==> config.mk <==
export PLATFORM = sky130hd
export DESIGN_NAME = seat_request_arbiter
export DESIGN_NICKNAME = d
export VERILOG_FILES = /design/src/rtl/seating_pkg.sv /design/src/rtl/seat_req_fifo.sv /design/src/rtl/seat_request_arbiter.sv
export SDC_FILE = /design/constraint.sdc
export NUM_CORES = 1
export LEC_CHECK = 0
export CORE_ASPECT_RATIO = 1.2
export CORE_MARGIN = 2
export CORE_UTILIZATION = 55
export DETAILED_ROUTE_END_ITERATION = 16
export PLACE_DENSITY = 0.8
export SKIP_LAST_GASP = 1
export SYNTH_ARGS = -nofsm -noshare
export SYNTH_HDL_FRONTEND = slang
export SYNTH_SLANG_ARGS = --single-unit
==> constraint.sdc <==
create_clock -name clk -period 6.7 [get_ports clk]
set_clock_uncertainty 0.1 [all_clocks]
set_input_delay 1.675 -clock clk [delete_from_list [all_inputs] [get_ports clk]]
set_output_delay 1.675 -clock clk [all_outputs]
set_load 0.05 [all_outputs]
==> src/rtl/seating_pkg.sv <==
// Shared types and constants for the seat request front-end and seating controller.
package seating_pkg;

  localparam int unsigned STUDENT_W = 32;
  localparam int unsigned SEAT_W    = 5;
  localparam int unsigned STATE_W   = 2;

  localparam logic [STATE_W-1:0] SEAT_FREE    = 2'd0;
  localparam logic [STATE_W-1:0] SEAT_AWAY    = 2'd1;
  localparam logic [STATE_W-1:0] SEAT_TAKEN   = 2'd2;
  localparam logic [STATE_W-1:0] SEAT_INVALID = 2'd3;

  typedef struct packed {
    logic [STUDENT_W-1:0] student_no;
    logic [SEAT_W-1:0]    seat_no;
    logic [STATE_W-1:0]   seat_state;
  } seat_req_t;

  typedef enum logic [1:0] {
    ST_IDLE,
    ST_ISSUE,
    ST_GAP
  } issue_state_t;

  // Only the three defined seat states may be written; SEAT_INVALID is rejected.
  function automatic logic state_ok(input logic [STATE_W-1:0] s);
    return (s == SEAT_FREE) || (s == SEAT_AWAY) || (s == SEAT_TAKEN);
  endfunction

endpackage

==> src/rtl/seat_req_fifo.sv <==
// Synchronous FIFO of seat requests with occupancy output; head is visible combinationally.
module seat_req_fifo
  import seating_pkg::*;
#(
  parameter int unsigned DEPTH = 8
) (
  input  logic                     clk,
  input  logic                     rst_n,
  input  logic                     push,
  input  seat_req_t                push_data,
  input  logic                     pop,
  output seat_req_t                head,
  output logic                     full,
  output logic                     empty,
  output logic [$clog2(DEPTH):0]   level
);

  localparam int unsigned AW = $clog2(DEPTH);
  localparam int unsigned LW = AW + 1;

  seat_req_t        mem [DEPTH];
  logic [AW-1:0]    wr_ptr;
  logic [AW-1:0]    rd_ptr;
  logic             do_push;
  logic             do_pop;

  assign full    = (level == LW'(DEPTH));
  assign empty   = (level == '0);
  assign do_push = push && !full;
  assign do_pop  = pop && !empty;
  assign head    = mem[rd_ptr];

  always_ff @(posedge clk or negedge rst_n) begin
    if (!rst_n) begin
      wr_ptr <= '0;
      rd_ptr <= '0;
      level  <= '0;
    end else begin
      if (do_push) wr_ptr <= wr_ptr + AW'(1);
      if (do_pop)  rd_ptr <= rd_ptr + AW'(1);
      case ({do_push, do_pop})
        2'b10:   level <= level + LW'(1);
        2'b01:   level <= level - LW'(1);
        default: level <= level;
      endcase
    end
  end

  // Storage needs no reset: pointers and level define which entries are live.
  always_ff @(posedge clk) begin
    if (do_push) mem[wr_ptr] <= push_data;
  end

endmodule

==> src/rtl/seat_request_arbiter.sv <==
// Round-robin kiosk arbiter with request validation, queuing and spaced write issue
// towards the seating controller.
module seat_request_arbiter
  import seating_pkg::*;
#(
  parameter int unsigned NUM_KIOSK = 4,
  parameter int unsigned NUM_SEATS = 32,
  parameter int unsigned DEPTH     = 8,
  parameter int unsigned GAP       = 1
) (
  input  logic                            clk,
  input  logic                            rst_n,
  input  logic [NUM_KIOSK-1:0]            req_valid,
  output logic [NUM_KIOSK-1:0]            req_ready,
  input  logic [NUM_KIOSK*STUDENT_W-1:0]  req_student_no,
  input  logic [NUM_KIOSK*SEAT_W-1:0]     req_seat_no,
  input  logic [NUM_KIOSK*STATE_W-1:0]    req_seat_state,
  input  logic                            hold_off,
  output logic                            write,
  output logic [STUDENT_W-1:0]            student_no,
  output logic [SEAT_W-1:0]               seat_no,
  output logic [STATE_W-1:0]              seat_state,
  output logic                            err_pulse,
  output logic [7:0]                      drop_count,
  output logic [$clog2(DEPTH):0]          fifo_level
);

  localparam int unsigned KW = (NUM_KIOSK > 1) ? $clog2(NUM_KIOSK) : 1;
  localparam int unsigned GW = 4;

  logic [KW-1:0]  rr_ptr;
  logic [KW-1:0]  grant_idx;
  logic           grant;
  seat_req_t      sel;
  logic           sel_bad;
  logic           push;
  logic           pop;
  logic           can_issue;
  logic           gap_done;
  logic [GW-1:0]  gap_cnt;
  seat_req_t      head;
  logic           fifo_full;
  logic           fifo_empty;
  issue_state_t   state;
  issue_state_t   state_nxt;

  function automatic logic [KW-1:0] wrap_idx(input logic [KW-1:0] base, input int unsigned off);
    return KW'((32'(base) + off) % NUM_KIOSK);
  endfunction

  // First valid kiosk at or after the pointer wins; nothing is granted into a full FIFO.
  always_comb begin
    grant     = 1'b0;
    grant_idx = '0;
    req_ready = '0;
    if (rst_n && !fifo_full) begin
      for (int unsigned i = 0; i < NUM_KIOSK; i++) begin
        if (!grant && req_valid[wrap_idx(rr_ptr, i)]) begin
          grant     = 1'b1;
          grant_idx = wrap_idx(rr_ptr, i);
        end
      end
    end
    if (grant) req_ready[grant_idx] = 1'b1;
  end

  always_comb begin
    sel.student_no = req_student_no[32'(grant_idx)*STUDENT_W +: STUDENT_W];
    sel.seat_no    = req_seat_no[32'(grant_idx)*SEAT_W +: SEAT_W];
    sel.seat_state = req_seat_state[32'(grant_idx)*STATE_W +: STATE_W];
  end

  assign sel_bad = (32'(sel.seat_no) >= NUM_SEATS) || !state_ok(sel.seat_state);
  assign push    = grant && !sel_bad;

  always_ff @(posedge clk or negedge rst_n) begin
    if (!rst_n) begin
      rr_ptr     <= '0;
      err_pulse  <= 1'b0;
      drop_count <= '0;
    end else begin
      if (grant) rr_ptr <= (32'(grant_idx) == NUM_KIOSK - 1) ? '0 : grant_idx + KW'(1);
      err_pulse <= grant && sel_bad;
      if (grant && sel_bad && drop_count != 8'hFF) drop_count <= drop_count + 8'd1;
    end
  end

  seat_req_fifo #(.DEPTH(DEPTH)) u_fifo (
    .clk       (clk),
    .rst_n     (rst_n),
    .push      (push),
    .push_data (sel),
    .pop       (pop),
    .head      (head),
    .full      (fifo_full),
    .empty     (fifo_empty),
    .level     (fifo_level)
  );

  assign can_issue = !fifo_empty && !hold_off;
  assign gap_done  = (gap_cnt == GW'(GAP - 1));

  always_ff @(posedge clk or negedge rst_n) begin
    if (!rst_n) state <= ST_IDLE;
    else        state <= state_nxt;
  end

  // The end of a gap re-arbitrates issue directly so bursts run at one write per GAP+1 cycles.
  always_comb begin
    state_nxt = state;
    pop       = 1'b0;
    case (state)
      ST_IDLE: begin
        if (can_issue) begin
          pop       = 1'b1;
          state_nxt = ST_ISSUE;
        end
      end
      ST_ISSUE: begin
        if (GAP != 0) begin
          state_nxt = ST_GAP;
        end else begin
          pop       = can_issue;
          state_nxt = can_issue ? ST_ISSUE : ST_IDLE;
        end
      end
      ST_GAP: begin
        if (gap_done) begin
          pop       = can_issue;
          state_nxt = can_issue ? ST_ISSUE : ST_IDLE;
        end
      end
      default: state_nxt = ST_IDLE;
    endcase
  end

  always_ff @(posedge clk or negedge rst_n) begin
    if (!rst_n) begin
      gap_cnt    <= '0;
      write      <= 1'b0;
      student_no <= '0;
      seat_no    <= '0;
      seat_state <= '0;
    end else begin
      gap_cnt <= (state == ST_GAP) ? gap_cnt + GW'(1) : '0;
      write   <= pop;
      if (pop) begin
        student_no <= head.student_no;
        seat_no    <= head.seat_no;
        seat_state <= head.seat_state;
      end
    end
  end

endmodule

==> metrics.txt <==
outcome=complete, no violations; Sum Neg Setup Slack=0 ns; final setup fails=0; yosys warns=0; CP endpoint=req_ready[3]; multi-input combinational cell area=about 0.0047 sq mm; highest-delay cell along the critical path=clkdlybuf4s50_1; syn_nets=roughly 1100; gr ovfl total=0; Chip Width=159.2 um; detailed-route wire length=about 35000 um; Starting DRT DRC Count=a little over 600; worst path cell trace=clkdlybuf4s50_1 > or2_2 > nor3_1 > nor2_1 > and2_1 > clkdlybuf4s50_1; Core Box Area=~0.029 sq mm; first-pass GRT wire length=roughly 54000 um; vias in the first global route=a little under 10000; worst flop-to-flop path startpoint=u_fifo.level[1]; clk_lat worst skew=between 0.5 and 0.6 ns; pwr dens=~440 mW/mm^2; max-slew violation count=0; post-route clock period utilization=between 80% and 90%; prevailing post-synth register cell=edfxtp_1; CTS tree=yes; register area=~0.011 sq mm; RSZ-0062 raised after global routing=false; r2r setup slk=approximately 2.9 ns; clock root buffer=clkbuf_16; Worst Setup End Kind=primary output; part of the Yosys area used for sequential elements=between 60% and 70%; clock-pin slew on the worst setup and hold paths=0.06 ns; crit-path max FO=10; leakage dissipation=between 6 and 7 nW; pin count of the biggest net entering global routing=between 80 and 90; max cap viols=0; peak supply drop=approximately 0.00037 V; H-tree depth=2; HP Class=reg2reg; Synth cell types=51; Crit path arrival time=around 4.0 ns; total power=roughly 0.0086 W; GRT Total Usage=between 20% and 30%; Hold-fix buffers, CTS=0; number of routed nets with antenna violations=0; GPL Wtd Cong=around 0.79; CTS Sinks=379; Worst Path Required=slightly below 5 ns; CP startpoint kind=input port; Via Count=between 9000 and 10000; Area growth, synth to finish=24.18%; Starting Density=between 50% and 60%; peak per-stage delay on the critical path=0.82 ns; setup ws final=about 0.90 ns; nets=between 1000 and 1500; Inserted Clock Buffers=36; R2R Path End=u_fifo.level[3]; n_diodes=0; Worst path most repeated cell=clkdlybuf4s50_1; row cnt=68; final core occ=between 60% and 70%; share of cells above drive strength 1=a little under a fifth; Slew HR=roughly 23%; post-layout minimum cycle time=between 5 and 6 ns; post-detail-place hpwl=20510 um; Initial DRT Pass Iterations=4; Fmax=~170 MHz; Avg Inst Size Synth=17.43 sq um; initial antenna violation count=0; worst slack at placement=0.8903 ns; critical path class=in2out; postcts setup bufs=0; # IOs=220; die height=roughly 190 um; R2R depth=14; EDFF count, synth=312; post-CTS sizing=0; die area=slightly above 0.03 sq mm; register bit total from synthesis=379; Max clock buf depth=3; Worst-Margin Slew=about 1.2 ns; DR vias/cell=between 5 and 6; crit path from=req_valid[3]; FFs w/ async S/R, synth=17.68%; # port buffers=around 220; mapped cell area=approximately 0.016 sq mm; post-DR wirelength/cell=approximately 23 um; Hold Path Cell Cnt=1; fillers=~1900; DRC=0; Hold Violations, Final=0; Cells after Synth=roughly 900
## synth_stat cells (8+ instances only)
| master | n | area [sq um] |
|---|---|---|
| nor2_1 | 86 | 322.8 |
| xnor2_1 | 8 | 70.07 |
| mux2i_1 | 77 | 770.7 |
| edfxtp_1 | 312 | 9369 |
| buf_2 | 8 | 40.04 |
| nand3_1 | 12 | 60.06 |
| dfrtp_1 | 67 | 1677 |
| mux4_2 | 78 | 1757 |
| nand2_1 | 8 | 30.03 |
| mux2_2 | 40 | 450.4 |
| ha_1 | 12 | 150.1 |
| buf_1 | 8 | 30.03 |
| inv_1 | 10 | 37.54 |
| xor2_1 | 8 | 70.07 |
| nor3_1 | 10 | 50.05 |
| a21oi_1 | 78 | 390.4 |
| clkbuf_1 | 31 | 116.4 |
## worst max-delay path: cells and delay by family
family	cells	cell delay, ns
buf+inv	2	1.35
simple gates	4	1.00
## layout by cell type (no fill, tap or decap), types with 2 or more instances in the layout
| cell | count |
|---|---|
| clkinv_2 | 6 |
| buf_4 | 20 |
| nand2b_1 | 5 |
| mux2i_1 | 77 |
| inv_2 | 2 |
| clkdlybuf4s50_1 | 218 |
| ha_1 | 12 |
| nor2_4 | 2 |
| o21ai_0 | 5 |
| clkbuf_8 | 4 |
| a2111oi_0 | 2 |
| a21oi_1 | 78 |
| dfrtp_4 | 2 |
| nand3_1 | 12 |
| bufinv_16 | 3 |
| nand2_1 | 8 |
| dfrtp_1 | 64 |
| xnor2_1 | 8 |
| nor3_1 | 8 |
| mux4_2 | 78 |
| nand3b_1 | 2 |
| xor2_1 | 8 |
| nor3_4 | 2 |
| clkbuf_16 | 37 |
| mux2_2 | 40 |
| clkbuf_1 | 8 |
| inv_1 | 10 |
| mux2_1 | 2 |
| nor2_1 | 84 |
| clkinv_1 | 2 |
| edfxtp_1 | 312 |
| and3_1 | 4 |
| nor3_2 | 2 |
| clkinvlp_4 | 3 |
| and2_1 | 5 |
| nor4b_4 | 3 |
## kinds of logic after synthesis
logic type                 synth area share [%]
and+or+nand+nor                           4.572
AOI/OAI and AO/OA                         3.439
xor gates and xnor gates                 0.8814
DFF                                       69.47
muxes                                     18.87
buffers and inverters                     1.692
adders and majority gates                 1.070
## routing by layer
metal  up-vias  GRT usage [%]  wire, um
met1      4572          27.95     13140
li1       4022              -         -
met4         0          8.007       966
met5         -              0         0
met3        71          4.872      2198
met2       378          42.81     18520
## through the flow
step	hold WS [ns]	cell area (sq um)	cells
CTS	0.3919	19740	1547
finish	0.3883	19740	1547
floorplan	0.3547	15910	912
global placement	0.3779	18570	1483
detailed placement	0.3835	18570	1483
global route	0.4299	19740	1547
## how the worst min path moves through the flow
stage                from         end  slack [ns]
6_report       gap_cnt[0]  gap_cnt[0]        0.39
2_1_floorplan  gap_cnt[0]  gap_cnt[0]        0.35
3_3_place_gp   gap_cnt[0]  gap_cnt[0]        0.38
4_1_cts        gap_cnt[0]  gap_cnt[0]        0.39
3_5_place_dp   gap_cnt[0]  gap_cnt[0]        0.38
5_1_grt        gap_cnt[0]  gap_cnt[0]        0.43
## flip-flops by register name, indices dropped and copies added (netlist names)
signal	cells
err_pulse	1
state	2
student_no	32
u_fifo.rd_ptr	3
seat_state	2
u_fifo.mem	312
gap_cnt	4
drop_count	8
rr_ptr	2
u_fifo.wr_ptr	3
write	1
u_fifo.level	4
seat_no	5
## power breakdown
part	internal [W]	switching, W	total, W
Clock	0.00118	0.000823	0.00200
Combinational	0.00127	0.00173	0.00299
Sequential	0.00317	0.000423	0.00360
Total	0.00562	0.00297	0.00859
## layout make-up
| class | instances | share of cell area [%] |
|---|---|---|
| Clock buffer | 49 | 5.120 |
| Clock inverter | 15 | 0.8048 |
| Inverter | 12 | 0.2281 |
| Multi-Input combinational cell | 469 | 23.61 |
| Sequential cell | 379 | 55.99 |
| Tap cell | 385 | 2.440 |
| Timing Repair Buffer | 238 | 11.81 |
(Power assumes the default switching activity.)
